==> src/rtl/shift_right_serial_if.sv <==
// Request/result bundle for the serial right shifter.
// The requester drives start/in/shamt/arith. The shifter returns out/busy/done.
interface shift_right_serial_if #(
  parameter int Width      = 32,
  parameter int ShamtWidth = 5
);
  logic                  start;
  logic [Width-1:0]      in;
  logic [ShamtWidth-1:0] shamt;
  logic                  arith;
  logic [Width-1:0]      out;
  logic                  busy;
  logic                  done;

  modport master (
    output start, in, shamt, arith,
    input  out, busy, done
  );

  modport slave (
    input  start, in, shamt, arith,
    output out, busy, done
  );
endinterface

==> src/rtl/shift_right_serial.sv <==
// Serial SRL/SRA shifter that moves one bit per clock. Done fires shamt+1 cycles after accept.
// A start request is honoured only in IDLE or DONE; start during SHIFT is dropped, not queued.
module shift_right_serial #(
  parameter int Width      = 32,
  parameter int ShamtWidth = 5
) (
  input logic                clk,
  input logic                rst_n,
  shift_right_serial_if.slave bus
);

  typedef enum logic [1:0] {
    IDLE  = 2'd0,
    SHIFT = 2'd1,
    DONE  = 2'd2
  } state_t;

  state_t                state;
  logic [Width-1:0]      data;
  logic [Width-1:0]      data_nxt;
  logic [ShamtWidth-1:0] cnt;
  logic                  fill;
  logic                  busy_q;
  logic                  done_q;
  logic                  shift_en;

  assign shift_en = (state == SHIFT) && (cnt != '0);

  // One 2:1 mux per bit: either keep the bit or take its left neighbour.
  genvar i;
  generate
    for (i = 0; i < Width - 1; i++) begin : g_mux
      assign data_nxt[i] = shift_en ? data[i+1] : data[i];
    end
  endgenerate
  assign data_nxt[Width-1] = shift_en ? fill : data[Width-1];

  always_ff @(posedge clk or negedge rst_n) begin
    if (!rst_n) begin
      state  <= IDLE;
      data   <= '0;
      cnt    <= '0;
      fill   <= 1'b0;
      busy_q <= 1'b0;
      done_q <= 1'b0;
    end else begin
      case (state)
        IDLE, DONE: begin
          if (bus.start) begin
            data   <= bus.in;
            cnt    <= bus.shamt;
            fill   <= bus.arith & bus.in[Width-1];
            state  <= SHIFT;
            busy_q <= 1'b1;
            done_q <= 1'b0;
          end else begin
            state  <= IDLE;
            busy_q <= 1'b0;
            done_q <= 1'b0;
          end
        end
        SHIFT: begin
          if (cnt != '0) begin
            data <= data_nxt;
            cnt  <= cnt - ShamtWidth'(1);
          end else begin
            state  <= DONE;
            busy_q <= 1'b0;
            done_q <= 1'b1;
          end
        end
        default: begin
          state  <= IDLE;
          busy_q <= 1'b0;
          done_q <= 1'b0;
        end
      endcase
    end
  end

  assign bus.out  = data;
  assign bus.busy = busy_q;
  assign bus.done = done_q;

endmodule
==> src/flat_wrapper.sv <==
// flat-port wrapper written by rule: the top's interface ports become plain ports
module shift_right_serial_flat 
#(
  parameter int Width      = 32,
  parameter int ShamtWidth = 5
)
  (clk, rst_n, bus_start, bus_in, bus_shamt, bus_arith, bus_out, bus_busy, bus_done);
  shift_right_serial_if #(.Width(Width), .ShamtWidth(ShamtWidth)) bus_i ();
  input logic clk;
  input logic rst_n;
  input wire logic [$bits(bus_i.start)-1:0] bus_start;
  input wire logic [$bits(bus_i.in)-1:0] bus_in;
  input wire logic [$bits(bus_i.shamt)-1:0] bus_shamt;
  input wire logic [$bits(bus_i.arith)-1:0] bus_arith;
  output wire logic [$bits(bus_i.out)-1:0] bus_out;
  output wire logic [$bits(bus_i.busy)-1:0] bus_busy;
  output wire logic [$bits(bus_i.done)-1:0] bus_done;
  assign bus_i.start = bus_start;
  assign bus_i.in = bus_in;
  assign bus_i.shamt = bus_shamt;
  assign bus_i.arith = bus_arith;
  assign bus_out = bus_i.out;
  assign bus_busy = bus_i.busy;
  assign bus_done = bus_i.done;
  shift_right_serial #(.Width(Width), .ShamtWidth(ShamtWidth)) u_core (.clk(clk), .rst_n(rst_n), .bus(bus_i));
endmodule
==> config.mk <==
export PLATFORM = sky130hd
export DESIGN_NAME = shift_right_serial_flat
export DESIGN_NICKNAME = d
export VERILOG_FILES = /design/src/rtl/shift_right_serial_if.sv /design/src/rtl/shift_right_serial.sv /design/src/flat_wrapper.sv
export SDC_FILE = /design/constraint.sdc
export NUM_CORES = 1
export LEC_CHECK = 0
export BUFFER_PORTS_ARGS = -buffer_cell sky130_fd_sc_hd__buf_2
export CAP_MARGIN = 0
export CORE_MARGIN = 2
export CORE_UTILIZATION = 50
export CTS_CLUSTER_DIAMETER = 200
export CTS_CLUSTER_SIZE = 30
export DETAILED_ROUTE_END_ITERATION = 8
export GPL_TIMING_DRIVEN = 0
export MAX_ROUTING_LAYER = met4
export PLACE_DENSITY = 0.89
export SLEW_MARGIN = 20
export SYNTH_ARGS = -nofsm -noshare
export SYNTH_HDL_FRONTEND = slang
export SYNTH_SLANG_ARGS = --single-unit
==> constraint.sdc <==
create_clock -name clk -period 2.1 [get_ports clk]
set_input_delay 0.21 -clock clk [delete_from_list [all_inputs] [get_ports clk]]
set_output_delay 0.21 -clock clk [all_outputs]
set_load 0.01 [all_outputs]
Word level (Yosys, flattened, before mapping)
Index checks and enable logic that the tools add are counted.
- register bits: 42
- bits in latches: 0
- memory bits (writable): 0
- ROM bits: 0
- input port bits: 41
- output and inout port bits: 34
- word-level logic and storage cells: 68
- memories kept: 0
- add/subtract/negate cells: 1
- multiply operators: 0
- divide/modulo/power cells: 0
- order comparisons: 0
- equal/unequal tests: 6
- shift-type cells: 0
- mux-type cells: 46
- bitwise operators: 1
- reductions and logical operators: 8
- operator list (cell ; number):
    $mux 32 ; 2
    $pmux 32 s2 ; 1
    $mux 1 ; 37
    $mux 5 ; 2
    $pmux 5 s2 ; 1
    $ne 2x2->1 const B ; 3
    $reduce_bool 5->1 ; 1
    $sub 5x1->5 const B ; 1
    $pmux 2 s2 ; 1
    $reduce_and 4->1 ; 1
    $reduce_and 3->1 ; 1
    $eq 2x1->1 const B ; 1
    $eq 2x2->1 const B ; 1
    $logic_not 2->1 ; 1
    $mux 2 ; 1
    $ne 2x1->1 const B ; 1
    $pmux 1 s2 ; 1
    $reduce_and 2->1 ; 1
    $reduce_bool 2->1 ; 1
    $reduce_or 2->1 ; 1
    $and 1x1->1 ; 1
    $logic_and 1x1->1 ; 1

Logic depth before layout (Yosys ltp)
Gate-level depths: netlist (run 1).
- word-level depth: 5
- gate-level depth with buffers: 7
- gate-level depth less buffers: 6

Worst setup path before layout (run 1)
No wires, ideal clock.
- path kind: reg-to-reg
- start point: reg u_core.state[0]
- end point: reg u_core.data[25] (netlist: u_core.bus.out[25])
- library setup time: 0.125 ns
- arrival time: 1.535 ns
- data required time: 1.975 ns
- path slack: 0.440 ns
- stages on the path, launching flop included: 6
- path buffers: 2
- clock period less this slack: 1.660 ns
- path through: dfrtp_1 nor2b_1 buf_6 buf_2 mux2_2 mux2_4
- cells in the longest elaborated chain, start to end: 4
- elaborated cells on any way between the ends: 11
- those cells by class: eq/ne: 5; mux: 1; reduce/logical: 5
- ends and longest elaborated chain (element ; line ; source):
    start, declared ; shift_right_serial.sv:18 ; state_t state;
    start signal, assigned ; shift_right_serial.sv:40 ; state <= IDLE;
    start signal, assigned ; shift_right_serial.sv:53 ; state <= SHIFT;
    start signal, assigned ; shift_right_serial.sv:57 ; state <= IDLE;
    $eq 2x2->1 (tied with other cells) ; shift_right_serial.sv:47 ; case (state)
    $reduce_or 2->1 or $logic_and 1x1->1 (tied branches) ; shift_right_serial.sv:47, shift_right_serial.sv:27 ;
    $ne 2x2->1 (no source line) (tied with other cells) ; - ;
    $reduce_and 4->1 (no source line) ; - ;
    end signal, assigned ; shift_right_serial.sv:50 ; data <= bus.in;
    end signal, assigned ; shift_right_serial.sv:64 ; data <= data_nxt;
    end, declared ; shift_right_serial.sv:19 ; logic [Width-1:0] data;
Parallel ways exist; a longest one is shown, timed or not.
A chain may end at the register's enable or synchronous reset.

Worst setup path after layout (run 1)
- start point: reg u_core.cnt[0]
- end point: reg u_core.data[13] (netlist: u_core.bus.out[13])
- cells in the longest elaborated chain, start to end: 4
- elaborated cells on any way between the ends: 5
- those cells by class: eq/ne: 2; reduce/logical: 3
- ends and longest elaborated chain (element ; line ; source):
    start, declared ; shift_right_serial.sv:21 ; logic [ShamtWidth-1:0] cnt;
    start signal, assigned ; shift_right_serial.sv:51 ; cnt <= bus.shamt;
    start signal, assigned ; shift_right_serial.sv:65 ; cnt <= cnt - ShamtWidth'(1);
    $reduce_bool 5->1 * ; shift_right_serial.sv:27, shift_right_serial.sv:63 ;
    $logic_and 1x1->1 ; shift_right_serial.sv:27 ; assign shift_en = (state == SHIFT) && (cnt != '0);
    $ne 2x1->1 (no source line) ; - ;
    $reduce_and 4->1 (no source line) * ; - ;
Every way passes the cells marked *; elsewhere a longest branch is shown, timed or not.

==> results of run 1 <==
==> cell type report <==
type / count / area share
timing repair buffer: 74 / 0.137
clock buffer: 8 / 0.0333
tap: 52 / 0.0241
sequential: 40 / 0.370
multi-input combinational: 95 / 0.393
inverter: 5 / 0.00879
buffer: 7 / 0.0338
==> metrics by stage <==
| step | worst slack, ns | hold slack, ns |
|---|---|---|
| after CTS | 0.239 | 0.0726 |
| final | 0.259 | 0.0424 |
| after global routing | 0.135 | 0.109 |
| after floorplan | 0.440 | -0.0856 |
| after global placement | 0.341 | 0.370 |
| after detailed placement | 0.270 | 0.393 |
==> power by group through the flow <==
stage	clock network [mW]	registers, mW	logic [mW]
finish	0.517	1.53	2.94
detailed placement	0	1.53	2.97
global placement	0	1.51	2.90
CTS	0.536	1.53	2.98
global route	0.573	1.60	3.15
floorplan	0	1.63	2.17
==> critical path: stages (launching register included) <==
cell,delay [ns]
dfrtp_1,0.38
inv_1,0.09
ha_1,0.23
nor4b_4,0.29
o21a_4,0.21
inv_6,0.06
buf_12,0.15
mux2_4,0.30
==> cells in the final DEF, fill, tap and decap left out, types with 3 or more instances in the layout <==
master    synthesis  routed
dfrtp_1          40      40
clkbuf_8          0       6
mux2_4           28      28
mux2_2           36      36
buf_2             1      75
a211oi_1          4       4
mux2i_1           3       3
inv_1             4       4
buf_12            3       3
==> metal layers <==
metal,up-vias,routed length [um],part of all wire
met5,-,0,0
met4,0,51,0.012
met3,7,226,0.054
met2,51,2020,0.48
met1,694,1870,0.45
li1,697,-,-
==> kinds of logic after synthesis <==
kind of cell    count (synthesis)  synth area share
fa+ha+maj                       1           0.00574
simple gates                   16            0.0517
buf+inv                        12            0.0528
xor+xnor                        1           0.00402
mux                            67             0.393
compound gates                 10            0.0333
flops                          40             0.460
==> state kept, by name, summed over array words and instances (netlist names) <==
name and flops:
u_core.bus.out 32, u_core.cnt 5, u_core.fill 1, u_core.state 2
==> how the worst min path moves through the flow <==
stage	startpoint	end	slack (ns)
final	rst_n	u_core.bus.out[18]	0.04
after detailed placement	rst_n	u_core.bus.out[18]	0.39
after floorplan	rst_n	u_core.bus.out[0]	-0.09
after global routing	rst_n	u_core.bus.out[18]	0.11
after global placement	rst_n	u_core.bus.out[18]	0.37
after CTS	rst_n	u_core.bus.out[18]	0.07
==> results by group, run 1 <==
Worst setup path
  – Arrival time worst endpoint: 2.02 ns
  – R2R cell count: 7
  – Worst r2r src: u_core.cnt[0]
  – Setup crit end: u_core.bus.out[13]
  – CP Launch Type: register
  – Critical Path Fanout Max: 10
  – CP startpoint: u_core.cnt[0]
  – Worst r2r dst: u_core.bus.out[13]
  – Crit path capture type: register
  – Setup CP Type: register to register
  – CP required: 2.27 ns
  – R2R Setup Slk: 0.26 ns

Power and ir drop
  – Net Sw Frac: 0.341
  – Part of the power in registers: 0.307
  – Pleak: 1.35 nW
  – Maximum vdd drop: 0.000929 V
  – Sw Pwr: 1.70 mW
  – Int Power: 3.28 mW
  – Cell Pwr Density: 1840 nW/um^2
  – Clk network pwr share: 0.104
  – Comb pwr share: 0.589
  – Pwr Total: 4.98 mW

Clocking
  – Post-CTS sizing: 0
  – Clock-pin slew on the worst setup and hold paths: 0.07 ns
  – Hold_buf cts: 0
  – Clock root cell: clkbuf_8
  – TritonCTS buffer count: 5
  – Setup Fix Bufs, Post-CTS: 0
  – Clk Latency, worst-skew pair: 0.29 ns
  – CTS tree: built
  – Clk sinks: 40
  – Deepest clock path buffer count: 2
  – Max H-tree Level: 2

Floorplanning
  – Core footprint: 4260 sq um
  – Die ar.: 4900 sq um
  – Rows: 24
  – Die width: 70.0 um
  – Starting Density: 0.511
  – Die H: 70.0 um
  – Ports: 75

Synthesis
  – Most common cell in the netlist: dfrtp_1
  – Yosys reg bits: 40
  – Post-synth EDFFs: 0
  – Post-synthesis sequential area ratio: 0.460
  – Synth Instances: 147
  – Synth unique cells: 29
  – Synth top cells by count: dfrtp_1, mux2_2, mux2_4
  – Synth top area share: 0.460
  – Mapped Nets: 189
  – Top cells by area, synth: dfrtp_1, mux2_4, mux2_2, buf_12, mux2i_1
  – Syn_area_per_cell: 14.8 sq um
  – Ys Warns: 0
  – Leading area contributor after synthesis: dfrtp_1
  – Most used DFF post-synth: dfrtp_1
  – Area of the mapped netlist: 2180 sq um
  – Ys async rst share: 1.00

GRT
  – M1 GR Usage: 0.241
  – Total grt overflow: 0
  – Largest net degree at the start of global routing: 41
  – Met2 GRT Util: 0.295
  – GRT Util Overall: 0.189
  – Initial antenna violation count: 0
  – GR Util met3: 0.0534
  – Number of global-route vias before repair: 1488
  – Top Usage Layer GRT: met2
  – First-pass GRT wire length: 7050 um

Drt
  – Wirelength per Cell: 14.9 um
  – Vias per std cell: 5.16
  – First DRT Iteration DRCs: 60
  – Drt total wl: 4180 um
  – Via count: 1449
  – First-pass detailed-route iteration total: 4
  – Routed Antenna Nets: 0
  – Residual DRC: 0

Layout
  – Diode count: 0
  – Area growth syn-to-layout: 24.1%
  – Final Cell Area: 2700 sq um
  – Share of cells above drive strength 1: 0.681
  – Final Non-Filler Cells: 281
  – Multi-input gate area: 1060 sq um
  – Fill cell count: 325
  – Layout net count: 270
  – Reg area: 1000 sq um
  – Final Util: 0.634

Timing
  – Final period util: 0.877
  – Clock skew: 0.00312 ns
  – Final setup violation count: 0
  – Final hold vios: 0
  – RSZ-0062 raised after global routing: false
  – Slew @ Worst Pin: 0.888 ns
  – Slew HR: 0.408
  – Setup tns final: 0 ns
  – Fin crit period: 1.84 ns
  – Peak Freq: 543 MHz
  – Max Slew Vio Count: 0

Min path
  – Worst hold-check path type: input port to async pin

Placement
  – Cells after DPL: 273
  – Detailed placer's ending HPWL: 3070 um
  – Port buffer count: 74
  – Gpl congestion: 0.829
  – Dpl cell area: 2610 sq um

Flow run
  – Maximum Capacitance Violations: 0

Outcome
  – Run status: finished clean
Power figures use the tool's default switching activity.
==> run 2: changes to the inputs <==
--- a/config.mk
+++ b/config.mk
@@ -14,7 +14,7 @@
 export DETAILED_ROUTE_END_ITERATION = 8
 export GPL_TIMING_DRIVEN = 0
 export MAX_ROUTING_LAYER = met4
-export PLACE_DENSITY = 0.89
+export PLACE_DENSITY_LB_ADDON = 0.08
 export SLEW_MARGIN = 20
 export SYNTH_ARGS = -nofsm -noshare
 export SYNTH_HDL_FRONTEND = slang
==> constraint.sdc (replaced) <==
create_clock -name clk -period 2 [get_ports clk]
set_input_delay 0.2 -clock clk [delete_from_list [all_inputs] [get_ports clk]]
set_output_delay 0.2 -clock clk [all_outputs]
set_load 0.01 [all_outputs]
==> run 2 against run 1 <==
Register-to-register slack lost 0.07 ns. Sequential power grew 5%. Die area is the same. Routed wire length grew 0.53%. Sequential share of layout area grew 0.29 points. Global-route usage grew 0.38 points. Critical path depth shrank 2. Fmax grew 1.8%. Critical endpoint is now u_core.bus.out[28]. Clock-buffer cell count shrank 3. Highest routed layer unchanged. Total power grew 4.0%.
==> results by group, run 2 (synthesized netlist as in run 1, its figures left out) <==
Layout
  – Reg area: 1000 sq um (unchanged)
  – Area growth syn-to-layout: 23.1%
  – Diode count: 0 (unchanged)
  – Final Util: 0.629 (-0.00499)
  – Share of cells above drive strength 1: 0.686 (+0.00462)
  – Fill cell count: 372 (+14%)
  – Final Non-Filler Cells: 278 (-1.1%)
  – Final Cell Area: 2680 sq um (-0.79%)
  – Max FFs per register: 32 (unchanged)
  – Layout net count: 270 (unchanged)
  – Most common library cell in the layout ignoring fill and taps: buf_2
  – Most frequent cells in the layout: buf_2, dfrtp_1, mux2_2
  – Multi-input gate area: 1060 sq um (unchanged)

Worst setup path
  – Setup CP Type: register to register
  – CP required: 2.17 ns (-0.10 ns)
  – Critical Path Fanout Max: 10 (unchanged)
  – CP Launch Type: register
  – Crit path capture type: register
  – Arrival time worst endpoint: 1.98 ns (-0.04 ns)

Placement
  – Port buffer count: 74 (unchanged)
  – Gpl congestion: 0.802 (-3.2%)
  – Detailed placer's ending HPWL: 3140 um (+2.1%)
  – Dpl cell area: 2610 sq um (unchanged)
  – Cells after DPL: 273 (unchanged)
  – Pre-CTS WS: 0.214 ns (-0.0561 ns)

Timing
  – Peak Freq: 553 MHz (+1.8%)
  – Max Slew Vio Count: 0 (unchanged)
  – Slew @ Worst Pin: 0.873 ns (-0.0147 ns)
  – Fin crit period: 1.81 ns (-0.0317 ns)
  – Clock skew: 0.00980 ns (+0.00668 ns)
  – RSZ-0062 raised after global routing: false
  – Final WS setup: 0.191 ns (-0.0683 ns)
  – Final hold vios: 0 (unchanged)
  – Worst Hold Slack: 0.0308 ns (-0.0115 ns)
  – Final setup violation count: 0 (unchanged)
  – Setup tns final: 0 ns (unchanged)
  – Final period util: 0.905 (+0.0280)
  – Slew HR: 0.418 (+0.00983)

Min path
  – Worst hold-check path type: input port to async pin

Outcome
  – Run status: finished clean

Clocking
  – Clk Latency, worst-skew pair: 0.28 ns (about the same)
  – TritonCTS buffer count: 5 (unchanged)
  – Post-CTS sizing: 0 (unchanged)
  – Hold_buf cts: 0 (unchanged)
  – Clock root cell: clkbuf_8
  – Clk sinks: 40 (unchanged)
  – Setup Fix Bufs, Post-CTS: 0 (unchanged)
  – Deepest clock path buffer count: 2 (unchanged)
  – Clock-pin slew on the worst setup and hold paths: 0.07 ns (about the same)
  – CTS tree: built
  – Max H-tree Level: 2 (unchanged)

Power and ir drop
  – Net Sw Frac: 0.345 (+0.00377)
  – Comb pwr share: 0.599 (+0.010)
  – Int Power: 3.39 mW (+3.4%)
  – Clk network pwr share: 0.091 (-0.013)
  – Pleak: 1.34 nW (-0.71%)
  – Sw Pwr: 1.79 mW (+5.1%)
  – Pwr Total: 5.18 mW (+4.0%)
  – Part of the power in registers: 0.310 (+0.003)
  – Maximum vdd drop: 0.000837 V (-9.9%)
  – Cell Pwr Density: 1930 nW/um^2 (+4.8%)

Floorplanning
  – Die H: 70.0 um (unchanged)
  – Ports: 75 (unchanged)
  – Starting Density: 0.511 (unchanged)
  – Rows: 24 (unchanged)
  – Die ar.: 4900 sq um (unchanged)
  – Core footprint: 4260 sq um (unchanged)
  – Die width: 70.0 um (unchanged)

GRT
  – First-pass GRT wire length: 7230 um (+2.6%)
  – Initial antenna violation count: 0 (unchanged)
  – Largest net degree at the start of global routing: 41 (unchanged)
  – Number of global-route vias before repair: 1494 (+0.40%)
  – GRT Util Overall: 0.193 (+0.00385)
  – Total grt overflow: 0 (unchanged)

Flow run
  – Maximum Capacitance Violations: 0 (unchanged)

Drt
  – Wirelength per Cell: 15.1 um (+1.6%)
  – First DRT Iteration DRCs: 45 (-25%)
  – Vias per std cell: 5.19 (+0.73%)
  – Routed Antenna Nets: 0 (unchanged)
  – Drt total wl: 4200 um (+0.53%)
  – Residual DRC: 0 (unchanged)
  – Via count: 1444 (-0.35%)
  – First-pass detailed-route iteration total: 4 (unchanged)
==> run 2: changes by cell type in the layout (fill, tap and decap cells not counted) <==
cell / change
clkbuf_8: -1
clkbuf_1: -2
==> run 2: power by group through the flow <==
stage	clock (mW)	combinational [mW]	sequential [mW]
finish	0.471	3.10	1.61
global route	0.519	3.34	1.67
CTS	0.493	3.14	1.60
detailed placement	0	3.13	1.61
global placement	0	3.05	1.57
floorplan	0	2.28	1.71
==> run 2: cell type report <==
class	instances	share of cell area
multi-input cells	95	0.396
flip-flops and latches	40	0.373
repair buffers	74	0.138
plain buffers	7	0.0340
clock buffers	5	0.0257
well taps	52	0.0243
inverters	5	0.00886
==> run 2: layer usage <==
metal	up-vias	share of wire	track usage
met4	0	0.016	0.0769
met1	694	0.45	0.248
li1	693	-	-
met5	-	0	-
met2	50	0.47	0.297
met3	7	0.066	0.0447
==> run 2: worst paths after layout <==
path / start / endpoint / slack (ns) / cells past startpoint
max: u_core.state[0] / u_core.bus.out[28] / 0.19 / 5
min: rst_n / u_core.bus.out[27] / 0.03 / 1
max reg2reg: u_core.state[0] / u_core.bus.out[28] / 0.19 / 5
min reg2reg: u_core.fill / u_core.fill / 0.48 / 2
max in group asynchronous: rst_n / u_core.bus.out[1] / 1.42 / 1
min in group clk: bus_arith / u_core.fill / 0.15 / 3
==> run 2: critical path, cell delays in order, from the launching register on <==
cell	delay, ns
dfrtp_1	0.46
nor2b_1	0.20
buf_6	0.16
buf_2	0.25
mux2_2	0.36
mux2_4	0.26
==> run 3: changes to the inputs <==
--- a/config.mk
+++ b/config.mk
@@ -6,9 +6,9 @@
 export NUM_CORES = 1
 export LEC_CHECK = 0
 export BUFFER_PORTS_ARGS = -buffer_cell sky130_fd_sc_hd__buf_2
-export CAP_MARGIN = 0
 export CORE_MARGIN = 2
-export CORE_UTILIZATION = 50
+export CORE_UTILIZATION = 52
+export CTS_BUF_LIST = sky130_fd_sc_hd__clkbuf_4 sky130_fd_sc_hd__clkbuf_8
 export CTS_CLUSTER_DIAMETER = 200
 export CTS_CLUSTER_SIZE = 30
 export DETAILED_ROUTE_END_ITERATION = 8
==> constraint.sdc (replaced) <==
create_clock -name clk -period 2 [get_ports clk]
set_input_delay 0.2 -clock clk [delete_from_list [all_inputs] [get_ports clk]]
set_output_delay 0.2 -clock clk [all_outputs]
set_load 0.005 [all_outputs]
==> run 3 against run 2 <==
Clock-buffer cell count rose by 3. Clock skew is 0.0050 ns lower. Final cell count rose by 0.36%. Worst setup slack got worse by 0.023 ns. Via count up 1.9%. Combinational power is 4% lower. Register-to-register slack worse by 0.02 ns.
==> results by group, run 3 (synthesized netlist as in run 1, its figures left out) <==
Timing
  – Slew @ Worst Pin: 0.889 ns (+0.0163 ns)
  – Final setup violation count: 0 (unchanged)
  – Setup tns final: 0 ns (unchanged)
  – Final period util: 0.916 (+0.0115)
  – Peak Freq: 546 MHz (-1.3%)
  – Max Slew Vio Count: 0 (unchanged)
  – Final hold vios: 0 (unchanged)
  – Fin crit period: 1.83 ns (+0.0230 ns)
  – RSZ-0062 raised after global routing: false
  – Clock skew: 0.00482 ns (-0.00498 ns)
  – Slew HR: 0.407 (-0.0109)
  – Worst Hold Slack: 0.0271 ns (-0.00372 ns)

Power and ir drop
  – Net Sw Frac: 0.324 (-0.0207)
  – Int Power: 3.47 mW (+2.3%)
  – Pleak: 1.36 nW (+1.2%)
  – Clk network pwr share: 0.110 (+0.019)
  – Maximum vdd drop: 0.000930 V (+11%)
  – Comb pwr share: 0.580 (-0.019)
  – Cell Pwr Density: 1900 nW/um^2 (-1.8%)
  – Part of the power in registers: 0.310 (about the same)
  – Pwr Total: 5.14 mW (-0.85%)
  – Sw Pwr: 1.67 mW (-6.8%)

Layout
  – Area growth syn-to-layout: 24.4%
  – Fill cell count: 311 (-16%)
  – Layout net count: 270 (unchanged)
  – Final Cell Area: 2710 sq um (+0.98%)
  – Most common library cell in the layout ignoring fill and taps: buf_2
  – Final Non-Filler Cells: 279 (+0.36%)
  – Max FFs per register: 32 (unchanged)
  – Diode count: 0 (unchanged)
  – Share of cells above drive strength 1: 0.690 (+0.00412)
  – Most frequent cells in the layout: buf_2, dfrtp_1, mux2_2

Min path
  – Worst hold-check path type: input port to async pin

Placement
  – Port buffer count: 74 (unchanged)
  – Gpl congestion: 0.718 (-11%)
  – Cells after DPL: 271 (-0.73%)
  – Dpl cell area: 2610 sq um (about the same)
  – Detailed placer's ending HPWL: 3140 um (about the same)

Clocking
  – Hold_buf cts: 0 (unchanged)
  – Clk Latency, worst-skew pair: 0.28 ns (about the same)
  – Deepest clock path buffer count: 2 (unchanged)
  – Clock root cell: clkbuf_8
  – Clock-pin slew on the worst setup and hold paths: 0.07 ns (about the same)
  – Post-CTS sizing: 0 (unchanged)
  – Max H-tree Level: 2 (unchanged)
  – Clk sinks: 40 (unchanged)
  – TritonCTS buffer count: 5 (unchanged)
  – Setup Fix Bufs, Post-CTS: 0 (unchanged)
  – CTS tree: built

Outcome
  – Run status: finished clean

Worst setup path
  – CP Launch Type: register
  – CP required: 2.17 ns (about the same)
  – R2R cell count: 7 (+2)
  – Crit path capture type: register
  – Critical Path Fanout Max: 10 (unchanged)
  – Setup CP Type: register to register
  – Arrival time worst endpoint: 2.00 ns (+0.02 ns)

Floorplanning
  – Core footprint: 4030 sq um (-5.5%)
  – Die ar.: 4720 sq um (-3.6%)
  – Ports: 75 (unchanged)
  – Starting Density: 0.541 (+0.0298)
  – Die H: 68.7 um (-1.8%)
  – Die width: 68.7 um (-1.8%)
  – Rows: 23 (-4.2%)

GRT
  – GRT Util Overall: 0.187 (-0.00581)
  – First-pass GRT wire length: 6290 um (-13%)
  – Number of global-route vias before repair: 1369 (-8.4%)
  – Largest net degree at the start of global routing: 41 (unchanged)
  – Initial antenna violation count: 0 (unchanged)
  – Total grt overflow: 0 (unchanged)

Drt
  – Drt total wl: 4260 um (+1.5%)
  – First-pass detailed-route iteration total: 4 (unchanged)
  – First DRT Iteration DRCs: 69 (+53%)
  – Routed Antenna Nets: 0 (unchanged)
  – Wirelength per Cell: 15.3 um (+1.1%)
  – Vias per std cell: 5.27 (+1.5%)
  – Via count: 1471 (+1.9%)
  – Residual DRC: 0 (unchanged)

Flow run
  – Maximum Capacitance Violations: 0 (unchanged)
==> run 3: cell count changes in the layout (fill, tap and decap cells not counted) <==
| cell | previous run | this run |
|---|---|---|
| clkbuf_4 | 0 | 2 |
| clkbuf_8 | 5 | 6 |
==> run 3: layout make-up <==
type | instances | area (sq um) | area share
buffer | 7 | 91.3 | 0.0337
tap | 50 | 62.6 | 0.0231
sequential | 40 | 1000 | 0.370
multi-input combinational | 95 | 1060 | 0.392
inverter | 5 | 23.8 | 0.00878
timing repair buffer | 74 | 370 | 0.137
clock buffer | 8 | 97.6 | 0.0360
==> run 3: through the flow <==
stage / utilization / worst slack (ns)
detailed placement: 0.648 / 0.194
finish: 0.672 / 0.168
floorplan: - / 0.368
global placement: 0.648 / 0.232
CTS: 0.672 / 0.175
global route: 0.672 / 0.0911
==> run 3: power groups by stage <==
stage	Clock, mW	Combinational [mW]	Sequential, mW
detailed placement	0	3.01	1.60
floorplan	0	2.28	1.58
CTS	0.587	3.02	1.59
global route	0.618	3.21	1.65
finish	0.567	2.98	1.59
global placement	0	2.90	1.57
==> run 3: worst max-delay path, cell delays in order, from the launching register on <==
cell and delay [ns]:
dfrtp_1 0.39, inv_1 0.11, ha_1 0.25, nor4b_4 0.27, o21a_4 0.19, inv_6 0.06
buf_12 0.15, mux2_4 0.30
==> run 3: per-layer routing <==
metal  GRT usage  vias up  part of all wire
li1            -      701                 -
met1       0.230      723              0.43
met2       0.300       45              0.50
met3      0.0406        2             0.061
met4      0.0760        0            0.0054
met5           -        -                 0
==> run 3: worst paths after layout <==
kind	startpoint	to	slack, ns
hold / removal	rst_n	u_core.bus.out[26]	0.03
max in group asynchronous	rst_n	u_core.bus.out[18]	1.40
min in group clk	bus_arith	u_core.fill	0.16
setup / recovery	u_core.cnt[0]	u_core.bus.out[14]	0.17
setup reg to reg	u_core.cnt[0]	u_core.bus.out[14]	0.17
hold reg to reg	u_core.fill	u_core.fill	0.49
